<file path="src/rtl/pipeline_hazard_controller.sv">
// -----------------------------------------------------------------------------
// pipeline_hazard_controller
//
// Hazard unit for a 5-stage MIPS pipeline. It keeps a 3-entry scoreboard that
// shadows the instructions in EX, MEM and WB. Against that scoreboard it
// detects RAW hazards for the instruction currently in ID, squashes wrong-path
// work on a taken branch, and produces the EX-stage forwarding mux selects.
// All control outputs are combinational from scoreboard state and the current
// ID inputs, so the unit adds no latency.
//
// Build option:
//   FORWARDING_EN  defined   -> stall only on load-use (1 cycle); forwarding
//                               selects driven from the MEM/WB entries.
//                  undefined -> stall while an EX or MEM entry writes an ID
//                               source (up to 2 cycles); fwd_a/fwd_b tied 00.
//
// Parameters:
//   REG_ADDR_W   register-file address width
//   PERF_CNT_W   width of the saturating stall/flush counters
//
// Ports:
//   clk, reset       rising-edge clock, asynchronous active-high reset
//   id_valid         ID holds a real instruction
//   id_rs, id_rt     ID source registers
//   id_uses_rs/rt    ID instruction actually reads rs / rt
//   id_reg_write     RegWrite of the ID instruction
//   id_mem_read      MemRead of the ID instruction (loads)
//   id_write_reg     ID destination after the RegDst mux
//   ex_branch_taken  branch in EX resolved taken this cycle
//   pc_write         PC load enable
//   ifid_write       IF/ID load enable
//   ifid_flush       clear IF/ID to NOP
//   idex_bubble      load NOP control into ID/EX
//   fwd_a, fwd_b     EX operand selects: 00 regfile, 10 EX/MEM, 01 MEM/WB
//   stall_cycles     saturating count of stalled cycles
//   flush_cycles     saturating count of flush cycles
// -----------------------------------------------------------------------------
module pipeline_hazard_controller #(
    parameter int unsigned REG_ADDR_W = 5,
    parameter int unsigned PERF_CNT_W = 16
) (
    input  logic                  clk,
    input  logic                  reset,
    input  logic                  id_valid,
    input  logic [REG_ADDR_W-1:0] id_rs,
    input  logic [REG_ADDR_W-1:0] id_rt,
    input  logic                  id_uses_rs,
    input  logic                  id_uses_rt,
    input  logic                  id_reg_write,
    input  logic                  id_mem_read,
    input  logic [REG_ADDR_W-1:0] id_write_reg,
    input  logic                  ex_branch_taken,
    output logic                  pc_write,
    output logic                  ifid_write,
    output logic                  ifid_flush,
    output logic                  idex_bubble,
    output logic [1:0]            fwd_a,
    output logic [1:0]            fwd_b,
    output logic [PERF_CNT_W-1:0] stall_cycles,
    output logic [PERF_CNT_W-1:0] flush_cycles
);

    typedef struct packed {
        logic                  valid;
        logic                  reg_write;
        logic                  mem_read;
        logic                  uses_rs;
        logic                  uses_rt;
        logic [REG_ADDR_W-1:0] rd;
        logic [REG_ADDR_W-1:0] rs;
        logic [REG_ADDR_W-1:0] rt;
    } sb_entry_t;

    sb_entry_t ex_q, ex_d;
    sb_entry_t mem_q;
    sb_entry_t wb_q;

    logic [PERF_CNT_W-1:0] stall_cnt_q, stall_cnt_d;
    logic [PERF_CNT_W-1:0] flush_cnt_q, flush_cnt_d;

    logic stall_raw;
    logic stall;

    // An entry produces source s only if it is live, writes a register other
    // than $0, targets s, and the consumer actually reads that operand.
    function automatic logic writes_reg(input sb_entry_t e,
                                        input logic [REG_ADDR_W-1:0] s,
                                        input logic uses);
        return uses & e.valid & e.reg_write & (e.rd != '0) & (e.rd == s);
    endfunction

`ifdef FORWARDING_EN
    always_comb begin
        stall_raw = id_valid & ex_q.mem_read &
                    (writes_reg(ex_q, id_rs, id_uses_rs) |
                     writes_reg(ex_q, id_rt, id_uses_rt));
    end

    // MEM is younger than WB, so its result wins for the same register.
    always_comb begin
        fwd_a = 2'b00;
        if (writes_reg(mem_q, ex_q.rs, ex_q.valid & ex_q.uses_rs)) begin
            fwd_a = 2'b10;
        end else if (writes_reg(wb_q, ex_q.rs, ex_q.valid & ex_q.uses_rs)) begin
            fwd_a = 2'b01;
        end
    end

    always_comb begin
        fwd_b = 2'b00;
        if (writes_reg(mem_q, ex_q.rt, ex_q.valid & ex_q.uses_rt)) begin
            fwd_b = 2'b10;
        end else if (writes_reg(wb_q, ex_q.rt, ex_q.valid & ex_q.uses_rt)) begin
            fwd_b = 2'b01;
        end
    end
`else
    // WB never stalls: the register file writes before it is read.
    always_comb begin
        stall_raw = id_valid &
                    (writes_reg(ex_q,  id_rs, id_uses_rs) |
                     writes_reg(ex_q,  id_rt, id_uses_rt) |
                     writes_reg(mem_q, id_rs, id_uses_rs) |
                     writes_reg(mem_q, id_rt, id_uses_rt));
    end

    always_comb begin
        fwd_a = 2'b00;
        fwd_b = 2'b00;
    end
`endif

    // Scoreboard fields that one build does not consume are folded here so
    // both builds keep the same entry layout.
    logic unused_sb_fields;
    assign unused_sb_fields = ^{ex_q, mem_q, wb_q};

    // A taken branch discards the ID instruction anyway, so it masks the stall.
    always_comb begin
        stall       = stall_raw & ~ex_branch_taken;
        pc_write    = ~stall;
        ifid_write  = ~stall;
        ifid_flush  = ex_branch_taken;
        idex_bubble = stall | ex_branch_taken;
    end

    always_comb begin
        ex_d = '0;
        if (id_valid & ~stall & ~ex_branch_taken) begin
            ex_d.valid     = 1'b1;
            ex_d.reg_write = id_reg_write;
            ex_d.mem_read  = id_mem_read;
            ex_d.uses_rs   = id_uses_rs;
            ex_d.uses_rt   = id_uses_rt;
            ex_d.rd        = id_write_reg;
            ex_d.rs        = id_rs;
            ex_d.rt        = id_rt;
        end
    end

    always_comb begin
        stall_cnt_d = stall_cnt_q;
        flush_cnt_d = flush_cnt_q;
        if (stall && (stall_cnt_q != '1)) begin
            stall_cnt_d = stall_cnt_q + 1'b1;
        end
        if (ex_branch_taken && (flush_cnt_q != '1)) begin
            flush_cnt_d = flush_cnt_q + 1'b1;
        end
    end

    always_ff @(posedge clk or posedge reset) begin
        if (reset) begin
            ex_q        <= '0;
            mem_q       <= '0;
            wb_q        <= '0;
            stall_cnt_q <= '0;
            flush_cnt_q <= '0;
        end else begin
            ex_q        <= ex_d;
            mem_q       <= ex_q;
            wb_q        <= mem_q;
            stall_cnt_q <= stall_cnt_d;
            flush_cnt_q <= flush_cnt_d;
        end
    end

    assign stall_cycles = stall_cnt_q;
    assign flush_cycles = flush_cnt_q;

endmodule

</file>
<file path="config.mk">
export PLATFORM = sky130hd
export DESIGN_NAME = pipeline_hazard_controller
export DESIGN_NICKNAME = d
export VERILOG_FILES = /design/src/rtl/pipeline_hazard_controller.sv
export SDC_FILE = /design/constraint.sdc
export NUM_CORES = 1
export LEC_CHECK = 0
export CAP_MARGIN = 20
export CORE_AREA = 8 8 70 85
export DETAILED_ROUTE_END_ITERATION = 6
export DIE_AREA = 0 0 78 93
export PLACE_DENSITY = 0.83
export SLEW_MARGIN = 10
export SYNTH_ARGS = -nofsm -noshare
export SYNTH_HDL_FRONTEND = slang
export SYNTH_SLANG_ARGS = --single-unit
</file>
<file path="constraint.sdc">
create_clock -name clk -period 4.2 [get_ports clk]
set_input_delay 0.84 -clock clk [delete_from_list [all_inputs] [get_ports clk]]
set_output_delay 0.84 -clock clk [all_outputs]
set_load 0.01 [all_outputs]
</file>
**Word-level counts from Yosys, hierarchy flattened**

Cells that the tools add are included.

- Bitwise gates (word level): 26
- $add $sub $neg: 2
- Shift operators: 0
- Divide/modulo/power cells: 0
- Equal/unequal tests: 6
- Multiplexer cells: 1
- Multipliers: 0
- Reductions and logical operators: 4
- Order comparisons: 0

Operators by type and width:

| kind | number |
|---|---|
| $add 16x1->16 const B | 2 |
| $ne 16x16->1 const B | 2 |
| $and 1x1->1 | 20 |
| $eq 5x5->1 | 4 |
| $mux 20 | 1 |
| $reduce_bool 5->1 | 2 |
| $or 1x1->1 | 4 |
| $logic_and 1x1->1 | 2 |
| $not 1->1 | 2 |

- Bits in read-only memories: 0
- Memories kept: 0
- Memory bits (writable): 0
- Bits in latches: 0
- Bits of input ports: 23
- Word-level logic and storage cells: 47
- Bits in registers: 46

**Longest topological paths before layout**

Gate-level depths: netlist of run 1.

- Depth in word-level cells: 13
- Mapped depth: 7
- Mapped depth without buffers: 6

**Worst setup path after synthesis of run 1**

OpenSTA, ideal clock, no wires.

- Path type: in2out
- From: input id_rs[0]
- To: output pc_write
- Stages: 7
- Path buffers: 2
- Setup slack: 1417 ps
- Data required time: 3360 ps
- Arrival time: 1943 ps
- Cells stage by stage: xnor2_1 -> nand4_1 -> o22ai_1 -> a22oi_4 -> buf_4 -> nand2b_1 -> buf_4

- Cells in the longest elaborated chain, start to end: 8

RTL lines:

| item | line | source |
|---|---|---|
| start: declaration | 45 | `input logic [REG_ADDR_W-1:0] id_rs,` |
| $eq 5x5->1 | 89 | `return uses & e.valid & e.reg_write & (e.rd != '0) & (e.rd == s);` |
| $and 1x1->1 | 89 |  |
| $or 1x1->1 | 121 | `(writes_reg(ex_q, id_rs, id_uses_rs) \|` |
| $or 1x1->1 (*) | 122 | `writes_reg(ex_q, id_rt, id_uses_rt) \|` |
| $or 1x1->1 (*) | 123 | `writes_reg(mem_q, id_rs, id_uses_rs) \|` |
| $and 1x1->1 (*) | 120 | `stall_raw = id_valid &` |
| $and 1x1->1 (*) | 140 | `stall = stall_raw & ~ex_branch_taken;` |
| $not 1->1 (*) | - |  |
| end: declaration | 53 | `output logic pc_write,` |

Every way passes the cells marked *; elsewhere a longest branch is shown, timed or not.

**Worst setup path after layout of run 1**

- From: input id_rt[2]
- To: output pc_write

- Cells in the longest elaborated chain, start to end: 8

RTL lines:

| item | line | source |
|---|---|---|
| start: declaration | 46 | `input logic [REG_ADDR_W-1:0] id_rt,` |
| $eq 5x5->1 | 89 |  |
| $and 1x1->1 | 89 |  |
| $or 1x1->1 | 121 |  |
| $or 1x1->1 | 122 |  |
| $or 1x1->1 (*) | 123 |  |
| $and 1x1->1 (*) | 120 |  |
| $and 1x1->1 (*) | 140 |  |
| $not 1->1 (*) | 141 | `pc_write = ~stall;` |

Marks and branches as above.

==> results of run 1 <==
==> worst max path at each step <==
stage                     startpoint     endpoint  slack [ps]  depth (start not counted)
after detailed placement    id_rt[2]     pc_write         380                          7
after CTS                   id_rt[2]     pc_write         380                          7
after global placement      id_rt[4]     pc_write         430                          7
final                       id_rt[2]     pc_write         400                          7
after floorplan             id_rs[0]     pc_write        1420                          7
after global routing        id_rs[0]  idex_bubble         270                          7
==> layer usage <==
layer | routed length (µm) | global-route usage (%) | up-vias
met1 | 2110 | 17.0 | 818
met5 | 0 | 0 | -
met3 | 304 | 4.51 | 8
met4 | 72 | 5.57 | 0
li1 | - | - | 829
met2 | 2530 | 22.8 | 43
==> power by group through the flow <==
stage                     sequential (W)  clock (W)  combinational, W
after global placement          0.000549          0          0.000210
final                           0.000542   0.000323          0.000215
after detailed placement        0.000550          0          0.000216
after global routing            0.000550   0.000348          0.000239
after floorplan                 0.000553          0         0.0000971
after CTS                       0.000542   0.000332          0.000218
==> sequential cells by signal, indices dropped and copies added (netlist names) <==
signal	cells
flush_cycles	16
stall_cycles	16
mem_q	7
ex_q	7
==> layout by cell type, fill, tap and decap left out, types with 2 or more instances in the layout <==
cell type | netlist | layout
xnor2_1 | 31 | 31
clkbuf_8 | 0 | 5
mux2_4 | 3 | 3
ha_1 | 2 | 2
nand4_1 | 13 | 13
or3_1 | 3 | 3
nor3b_1 | 2 | 2
inv_1 | 6 | 5
nand3_1 | 6 | 6
nor4_1 | 4 | 4
clkdlybuf4s50_1 | 0 | 57
conb_1 | 1 | 4
o311a_1 | 2 | 2
and3_1 | 10 | 10
nor2_1 | 6 | 6
nor3_1 | 10 | 10
xor2_1 | 18 | 18
dfrtp_1 | 46 | 46
and2_1 | 2 | 2
nand2_1 | 20 | 20
==> cell families after synthesis <==
logic type | synth area share (%)
simple gates | 21.1
fa+ha+maj | 1.08
compound gates | 3.62
other cells | 0.162
mux | 1.94
buf+inv | 3.94
flops | 49.6
xor+xnor | 18.5
==> final cells by class <==
type                    instances  area share [%]
clock buffers                   6            2.41
well taps                      60            2.49
multi-input cells             150            36.0
repair buffers                 57            18.9
inverters                       6           0.747
clock inverters                 2            1.24
flip-flops and latches         46            38.2
==> through the flow <==
stage | setup slack [ps] | hold slack [ps]
finish | 400 | 385
global route | 271 | 400
CTS | 383 | 388
detailed placement | 376 | 370
global placement | 435 | 359
floorplan | 1420 | 354
==> cells in the mapped netlist (2+ instances only) <==
cell type,instances,area (µm²)
xor2_1,18,158
or3_1,3,18.8
nor3_1,10,50.1
nand3_1,6,30.0
nor3b_1,2,15.0
o311a_1,2,20.0
dfrtp_1,46,1150
and3_1,10,62.6
and2_1,2,12.5
mux2_4,3,45.0
nor4_1,4,25.0
nor2_1,6,22.5
xnor2_1,31,272
nand4_1,13,81.3
buf_4,7,52.6
inv_1,6,22.5
nand2_1,20,75.1
ha_1,2,25.0
==> flow_summary.json, run 1 <==
{
  "rsz0062_at_grt": "no",
  "worstHoldStart": "ex_q[18]$_DFF_PP0_",
  "diodes": 0,
  "rr_endpoint": "stall_cycles[12]$_DFFE_PP0P_",
  "switching_power_w": 0.000294,
  "viasPerCell": 5.19,
  "arrival_ps": 2960,
  "synth.distinct_cells": 35,
  "fin_nets": 291,
  "syn-cell-area_um2": 2320,
  "grt_start_max_net_pins": 47,
  "max_freq_ghz": 0.263,
  "cp-start-kind": "primary input",
  "cts-root-buf": "clkbuf_8",
  "cp_num_buf_inv": 2,
  "clockPowerShare_pct": 29.9,
  "power.density_nw_per_um2": 358,
  "cts-buffers-inserted": 5,
  "ir_drop_mv": 0.193,
  "finish.utilization_pct": 64.3,
  "slowest_stage": "clkdlybuf4s50_1",
  "grt_usage_pct": 14.1,
  "final_cells": 327,
  "min_period_over_period_pct": 90.5,
  "power.share.switching_pct": 27.3,
  "rr_worst_depth": 5,
  "drv_slew": 0,
  "areaGrowthSynthToFinish_pct": 30.1,
  "synth-seq-area-share_pct": 49.6,
  "synth-edff-count": 0,
  "async_flop_share_pct": 100,
  "dp_cells": 319,
  "cp_data_required_time_ps": 3360,
  "die_x_um": 78,
  "cts_setup_buffers": 0,
  "syn_avg_cell_area_um2": 11.1,
  "cts_buffer_depth": 2,
  "tns_ps": 0,
  "p_comb_share_pct": 19.9,
  "drive_above_1_share_pct": 7.12,
  "clock_latency_ps": 290,
  "die_h_um": 93,
  "routed_wl_um": 5010,
  "seqCellArea_um2": 1150,
  "cts_tree": "yes",
  "min_to": "mem_q[18]$_DFF_PP0_",
  "worstSetupEndpointType": "primary output",
  "reg2reg_from": "ex_q[10]$_DFF_PP0_",
  "grt_pass1_vias": 1714,
  "power_w": 0.00108,
  "status": "complete, no violations",
  "remaining_drc_errors": 0,
  "crit_type": "in2out",
  "clk_pin_slew_ps": 90,
  "coreArea_um2": 4690,
  "multi_input_area_um2": 1090,
  "first_pass_iters": 4,
  "cts_resized": 0,
  "p_seq_share_pct": 50.2,
  "yosysWarningCount": 0,
  "hold_buffers": 0,
  "crit_top_cell": "clkdlybuf4s50_1",
  "rrSetupSlack_ps": 1930,
  "synthCells": 208,
  "wire_per_inst_um": 15.3,
  "max-cap-violations": 0,
  "ys.flop_type": "dfrtp_1",
  "critPathTopFamily": "buffers and inverters",
  "hold_class": "reg2reg",
  "vias": 1698,
  "path_cells": "clkdlybuf4s50_1, xnor2_1, nand4_1, o22ai_2, a22oi_4, nand2b_1, clkdlybuf4s50_1",
  "post_dp_cell_area_um2": 2910,
  "ant_nets": 0,
  "skew_ps": 5.82,
  "io_pins": 63,
  "worst_path_largest_cell_delay_ps": 560,
  "min_period_ps": 3800,
  "max_slew_margin_pct": 38.7,
  "dieArea_um2": 7250,
  "rows": 28,
  "setup_viol": 0,
  "numClockSinks": 46,
  "hold_violations": 0,
  "hpwl_um": 3670,
  "holdPathStages": 0,
  "initial_core_util_pct": 49.4,
  "final_area_um2": 3020,
  "htreeDepth": 2,
  "worst-path-max-fanout": 24,
  "internal_power_w": 0.000785,
  "port_buffers": 57,
  "fillers": 407,
  "timing_worst_slew_pin_value_ps": 918,
  "p_leak_nw": 1.36,
  "place.gp.congestion": 0.801,
  "drtIter0Drc": 55,
  "grt_pass1_wl_um": 8320,
  "ys_ff_latch": 46,
  "globalRouteOverflowTotal": 0,
  "antenna_found_initial": 0
}
No activity file was read; power rests on OpenSTA's default activity.
==> run 2: changes to the inputs <==
--- a/config.mk
+++ b/config.mk
@@ -8,6 +8,6 @@
 export CAP_MARGIN = 20
-export CORE_AREA = 8 8 70 85
+export CORE_AREA = 8 8 79 95
 export DETAILED_ROUTE_END_ITERATION = 6
-export DIE_AREA = 0 0 78 93
-export PLACE_DENSITY = 0.83
+export DIE_AREA = 0 0 87 103
+export PLACE_DENSITY = 0.67
 export SLEW_MARGIN = 10
==> constraint.sdc (replaced) <==
create_clock -name clk -period 4.8 [get_ports clk]
set_input_delay 0.96 -clock clk [delete_from_list [all_inputs] [get_ports clk]]
set_output_delay 0.96 -clock clk [all_outputs]
set_load 0.02 [all_outputs]
==> flow_summary.json, run 2 (same netlist as run 1, synthesis figures left out) <==
{
  "status": "complete, no violations",
  "routed_wl_um": 5110,
  "grt_pass1_wl_um": 8680,
  "final_area_um2": 3070,
  "diodes": 0,
  "place.gp.congestion": 0.821,
  "viasPerCell": 4.84,
  "switching_power_w": 0.000276,
  "fin_ws_ps": 860,
  "fillers": 529,
  "crit_top_cell": "clkdlybuf4s50_1",
  "drive_above_1_share_pct": 8.15,
  "hold_ws_ps": 383,
  "final_cell_mix": "clkdlybuf4s50_1, dfrtp_1, xnor2_1, nand2_1, xor2_1",
  "rsz0062_at_grt": "no",
  "finish.utilization_pct": 51.7,
  "antenna_found_initial": 0,
  "max_slew_margin_pct": 57.9,
  "hold_class": "reg2reg",
  "fin_nets": 294,
  "min_period_ps": 3940,
  "skew_ps": 5.13,
  "cts_resized": 0,
  "cts-root-buf": "clkbuf_8",
  "grt_pass1_vias": 1851,
  "port_buffers": 57,
  "post_dp_cell_area_um2": 2950,
  "clk_pin_slew_ps": 80,
  "ir_drop_mv": 0.121,
  "seqCellArea_um2": 1150,
  "p_seq_share_pct": 51.2,
  "timing_worst_slew_pin_value_ps": 631,
  "min_period_over_period_pct": 82.1,
  "final_common_cell": "clkdlybuf4s50_1",
  "globalRouteOverflowTotal": 0,
  "cts_tree": "yes",
  "vias": 1702,
  "initial_core_util_pct": 39.1,
  "io_pins": 63,
  "max_freq_ghz": 0.254,
  "hpwl_um": 3830,
  "grt_usage_pct": 12.3,
  "worst_path_largest_cell_delay_ps": 610,
  "max-cap-violations": 0,
  "clockPowerShare_pct": 25.8,
  "cts_setup_buffers": 0,
  "internal_power_w": 0.000651,
  "crit_type": "in2out",
  "grt_start_max_net_pins": 47,
  "dieArea_um2": 8960,
  "ant_nets": 0,
  "first_pass_iters": 4,
  "power.share.switching_pct": 29.8,
  "numClockSinks": 46,
  "dp_slack_ps": 822,
  "rows": 31,
  "cts_buffer_depth": 2,
  "clock_latency_ps": 290,
  "drv_slew": 0,
  "worstSetupEndpointType": "primary output",
  "power.density_nw_per_um2": 302,
  "p_comb_share_pct": 23.0,
  "hold_buffers": 0,
  "drtIter0Drc": 60,
  "slowest_stage": "clkdlybuf4s50_1",
  "arrival_ps": 2980,
  "htreeDepth": 2,
  "path_cells": "clkdlybuf4s50_1, xnor2_1, nand4_1, o22ai_2, a22oi_4, nand2b_1, clkdlybuf4s50_1",
  "worst-path-max-fanout": 14,
  "setup_viol": 0,
  "cp-start-kind": "primary input",
  "die_h_um": 103,
  "die_x_um": 87,
  "tns_ps": 0,
  "p_leak_nw": 1.37,
  "coreArea_um2": 5930,
  "cp_data_required_time_ps": 3840,
  "cts-buffers-inserted": 5,
  "hold_violations": 0,
  "wire_per_inst_um": 14.5,
  "remaining_drc_errors": 0,
  "multi_input_area_um2": 1090,
  "areaGrowthSynthToFinish_pct": 32.3
}
-- run 2: cell types whose count changed in the layout (fill, tap and decap cells not counted), sizes merged --
cell	delta
clkinvlp	-1
clkbuf	+1
buf	+3
clkinv	+1
bufinv	-1
-- run 2: critical path, delay by kind of cell --
kind            cells  cell delay, ps
compound gates      2             500
xor+xnor            1             160
buf+inv             2            1060
simple gates        2             290
-- run 2: final timing paths --
path,startpoint,slack (ps),end,depth (start not counted)
hold reg to reg,ex_q[19]$_DFF_PP0_,380,mem_q[19]$_DFF_PP0_,0
max in group asynchronous,reset,3270,stall_cycles[4]$_DFFE_PP0P_,3
min in group asynchronous,reset,1040,flush_cycles[6]$_DFFE_PP0P_,2
setup / recovery,id_rt[4],860,ifid_write,7
setup reg to reg,ex_q[10]$_DFF_PP0_,2460,stall_cycles[12]$_DFFE_PP0P_,6
hold / removal,ex_q[19]$_DFF_PP0_,380,mem_q[19]$_DFF_PP0_,0
-- run 2: metal layers --
metal  vias up  GRT usage (%)  part of all wire (%)
met2        37           21.0                    51
li1        834              -                     -
met3         6           4.31                   6.4
met5         -              0                     0
met4         0           4.25                   1.2
met1       825           13.9                    42
-- run 2: layout make-up --
class / count / share of cell area, %
multi-input combinational: 150 / 35.4
sequential: 46 / 37.5
clock inverter: 1 / 0.163
inverter: 6 / 0.734
clock buffer: 7 / 2.81
timing repair buffer: 60 / 20.0
tap: 82 / 3.34
-- run 2: metrics by stage --
| stage | power (W) | cells |
|---|---|---|
| after detailed placement | 0.000698 | 343 |
| after floorplan | 0.000592 | 211 |
| after CTS | 0.000938 | 351 |
| after global placement | 0.000692 | 343 |
| after global routing | 0.000979 | 352 |
| final | 0.000927 | 352 |
-- run 2: power groups by stage --
stage	Combinational, W	Clock, W	Sequential (W)
floorplan	0.0000870	0	0.000505
global placement	0.000211	0	0.000481
detailed placement	0.000215	0	0.000483
CTS	0.000215	0.000247	0.000475
global route	0.000231	0.000266	0.000482
finish	0.000214	0.000239	0.000475
==> patch 1: new RTL, config.mk and constraints of run 1 <==
Build with the macro `FORWARDING_EN` defined.
--- a/src/rtl/pipeline_hazard_controller.sv
+++ b/src/rtl/pipeline_hazard_controller.sv
@@ -35,6 +35,8 @@
 //   stall_cycles     saturating count of stalled cycles
 //   flush_cycles     saturating count of flush cycles
 // -----------------------------------------------------------------------------
+`define FORWARDING_EN
+
 module pipeline_hazard_controller #(
     parameter int unsigned REG_ADDR_W = 5,
     parameter int unsigned PERF_CNT_W = 16
Check against the original RTL: not equivalent (Yosys sat finds a counterexample within 4 cycles, from zero or initial values and one cycle with reset high).
==> patch 1 against run 1 <==
- synthesized area increased by 35%
- power increased by 47%
- sequential power increased by 37%
- synthesized cell count increased by 25%
- setup slack improved by 0.18 ns
- sequential cell count increased by 20
- wire length increased by 57%
- sequential share of layout area increased by 2.7 points
- clock power increased by 87%
- clock skew increased by 0.0026 ns
- final area increased by 34%
- utilization increased by 22 points
==> patch 1: results (changes against run 1) <==
[outcome]
status=finished clean

[critical_path]
critPathCapture=ifid_write
max_stage_delay_ns=0.51  ; -0.05 ns
r2r_setup_slack_ns=2.04  ; +0.11 ns
cp.arrival_ns=2.78  ; -0.18 ns
r2r_cells=6  ; +1
critPathMaxFanout=2  ; -92%
crit_path_start=id_rs[1]

[finish]
multi_input_area_share_pct=35.0  ; -1.0 points
clock_area_share_pct=5.60  ; +2.0 points
buffers_excl_clock=67  ; +18%
nFlopsAndLatches=66  ; +43%
clkbuf_count=10  ; +4
area.growth.synth_to_final_pct=29.6
drive_above_1_share_pct=11.6  ; +4.5 points
final_cells=395  ; +21%
nFillCells=252  ; -38%
buffer_area_share_pct=16.6  ; -2.3 points
inverters=1  ; -5
finalNetCount=355  ; +22%
multi_input_comb_cells=185  ; +23%
seqCellArea_sq_um=1650  ; +43%

[synth]
syn_inst=259  ; +25%
ys_types=44  ; +26%
synth_compound_area_share_pct=3.69  ; +0.073 points
synth-adder-area-share_pct=0.802  ; -0.28 points
synth-xor-area-share_pct=15.7  ; -2.8 points
synth.area.top_cells=dfrtp_1 53%, xnor2_1 9.5%, xor2_1 6.2%, and2_1 3.8%, nand4_1 3.2%
ys_top_cells_by_count=66 x dfrtp_1, 34 x xnor2_1, 22 x xor2_1, 19 x and2_1, 16 x nand4_1
ys_seq_area_share_pct=52.9  ; +3.3 points
syn_area_per_cell_sq_um=12.0  ; +8.1%

[global_routing]
grt_pass1_wl_mm=12.5  ; +50%
grt_pass1_vias=2487  ; +45%
grt_util_all_layers_pct=21.9  ; +7.8 points

[power_and_ir_drop]
vdd.ir_drop.worst_uv=319  ; +65%
clock_net_power_uw=605  ; +87%
swShare_pct=26.4  ; -0.87 points
leakagePower_nw=1.77  ; +31%
p_int_mw=1.17  ; +49%
pwr-share-seq_pct=46.8  ; -3.4 points

[place]
placed_cells=378  ; +18%
hpwl_mm=5.35  ; +46%
post-place-ws_ns=0.604  ; +0.227 ns
place_area_sq_um=3800  ; +31%
port-buffer-count=62  ; +8.8%

[cts]
h-tree-depth=3  ; +1
post_cts_resized=0  ; unchanged
clk_latency_ns=0.34  ; +0.05 ns
cts_buffer_depth=2  ; unchanged
numCtsBuffers=9  ; +4

[drt]
finalWirelength_mm=7.84  ; +57%

[worst_hold_path]
hp-start=mem_q[19]$_DFF_PP0_

[timing]
tightest_slew_ns=0.666  ; -0.252 ns
fin_crit_ns=3.62  ; -0.179 ns

==> patch 1: cell count changes in the layout (fill, tap and decap cells not counted), moves of 5 or more <==
cell / change
dfrtp_1: +20
nand2_1: -10
clkbuf_8: +5
inv_1: -5
clkdlybuf4s50_1: +5
nor3_1: -5
and4_1: +7
and2_1: +17
==> patch 1: worst min-delay path by stage <==
stage	cells after the start	endpoint	slack [ns]
2_1_floorplan	0	wb_q[18]$_DFF_PP0_	0.35
3_3_place_gp	0	wb_q[19]$_DFF_PP0_	0.36
3_5_place_dp	0	wb_q[18]$_DFF_PP0_	0.37
4_1_cts	0	wb_q[19]$_DFF_PP0_	0.39
5_1_grt	0	wb_q[19]$_DFF_PP0_	0.41
6_report	0	wb_q[19]$_DFF_PP0_	0.39
==> patch 1: per-layer routing <==
metal  track usage [%]  share of wire (%)  routed length (um)
met3              4.61                3.9                 302
met4              8.98                1.8                 141
met1              25.1                 40                3120
met2              38.8                 55                4280
met5                 0                  0                   0
==> patch 2: new RTL, config.mk and constraints of run 1 <==
Made on the original files. Reset style: synchronous (`reset`), changed in one clocked block. Comments in the files are not updated.
--- a/src/rtl/pipeline_hazard_controller.sv
+++ b/src/rtl/pipeline_hazard_controller.sv
@@ -169,7 +169,7 @@
         end
     end
 
-    always_ff @(posedge clk or posedge reset) begin
+    always_ff @(posedge clk) begin
         if (reset) begin
             ex_q        <= '0;
             mem_q       <= '0;
Formal check against the unedited RTL: differs if reset is asserted again (counterexample within 4 cycles, from zero or initial values and one cycle with reset high); with reset held inactive, the same outputs for 10 cycles.
==> patch 2 against run 1 <==
- maximum frequency grew 1.2%
- final area grew 0.17%
- synthesized area increased by 0.92%
- sequential cell count did not move
- hold slack improved by 0.082 ns
- setup slack improved by 0.044 ns
- global-route usage up 1.3 points
- wire length rose by 10%
Power is not compared: it rests on default switching activity, and its combinational part moved more than twofold at a synthesized area within 25%.
==> patch 2: results (changes against run 1) <==
[outcome]
status=finished clean

[global_routing]
grt_util_all_layers_pct=15.4  ; +1.3 points
use_met2_pct=27.0  ; +4.2 points
met3_usage_pct=4.61  ; +0.096 points
grt_pass1_wl_mm=9.31  ; +12%
met1_usage_pct=16.8  ; -0.18 points
grt_pass1_vias=2041  ; +19%
grt_max_degree=23  ; -51%

[critical_path]
max_stage_delay_ns=0.53  ; -0.03 ns
critPathMaxFanout=2  ; -92%
cp.arrival_ns=2.92  ; -0.04 ns

[drt]
top_layer_used=met4
finalWirelength_mm=5.53  ; +10%
wl_met2_mm=2.75  ; +9.0%
drt-met1-wl_mm=2.31  ; +9.3%
viasPerCell=5.48  ; +5.5%
route.met3.wl_um=362  ; +19%
drt_iter0_drc=125  ; +130%

[finish]
inverters=1  ; -5
clkbuf_count=7  ; +1
nFlopsAndLatches=46  ; unchanged
buffers_excl_clock=62  ; +8.8%
final_cell_area_sq_um=3020  ; +0.17%
nFillCells=403  ; -0.98%
buffer_area_share_pct=20.1  ; +1.2 points
clock_area_share_pct=3.02  ; -0.63 points
multiInputGateArea_sq_um=1320  ; +22%
drive_above_1_share_pct=8.65  ; +1.5 points
seqCellArea_sq_um=921  ; -20%
insertedDiodeCount=0  ; unchanged
finalNetCount=336  ; +15%
multi_input_comb_cells=195  ; +30%

[synth]
synth.area.top_cells=dfxtp_1 39%, xnor2_1 9.0%, xor2_1 3.7%, nor2_1 3.7%, nor2b_1 3.5%
synth-xor-area-share_pct=12.7  ; -5.8 points
ys_types=48  ; +37%
synth_compound_area_share_pct=10.6  ; +7.0 points
ys_seq_area_share_pct=39.4  ; -10 points
async_flop_share_pct=0  ; -100 points
synth-adder-area-share_pct=1.07  ; -0.0098 points
ys_top_cells_by_count=46 x dfxtp_1, 24 x xnor2_1, 23 x nor2_1, 18 x nand2_1, 13 x nor2b_1
muxShareOfSynthArea_pct=2.73  ; +0.78 points

[cts]
clk_pin_slew_ns=0.08
cts_buffer_depth=2  ; unchanged

[timing]
max_slew_margin_pct=46.8  ; +8.0 points
skew_ns=0.00704  ; +0.00122 ns

[power_and_ir_drop]
vdd.ir_drop.worst_uv=261
leakagePower_nw=1.02

[place]
port-buffer-count=57  ; unchanged
place_congestion=0.887  ; +11%
hpwl_mm=4.10  ; +12%
place_area_sq_um=2930  ; +0.82%

-- patch 2: path summary, 6_finish.rpt --
check                                     from                             to  slack (ns)  depth (start not counted)
setup / recovery                      id_rt[1]                    idex_bubble        0.44                          7
hold reg to reg            ex_q[18]$_SDFF_PP0_           mem_q[18]$_SDFF_PP0_        0.47                          1
hold / removal             ex_q[18]$_SDFF_PP0_           mem_q[18]$_SDFF_PP0_        0.47                          1
setup reg to reg  stall_cycles[0]$_SDFFE_PP0P_  stall_cycles[15]$_SDFFE_PP0P_        1.75                          7
-- patch 2: through the flow --
stage               cells  setup WS (ns)
floorplan             258           1.38
global placement      364          0.491
finish                372          0.444
detailed placement    364          0.465
CTS                   372          0.452
global route          372          0.259
-- patch 2: power breakdown --
part / switching (mW) / total, mW / internal, mW / leakage [nW]
Sequential: 0.00558 / 0.446 / 0.441 / 0.372
Combinational: 0.0299 / 0.0705 / 0.0406 / 0.599
Clock: 0.138 / 0.271 / 0.133 / 0.0482
Total: 0.174 / 0.788 / 0.614 / 1.02
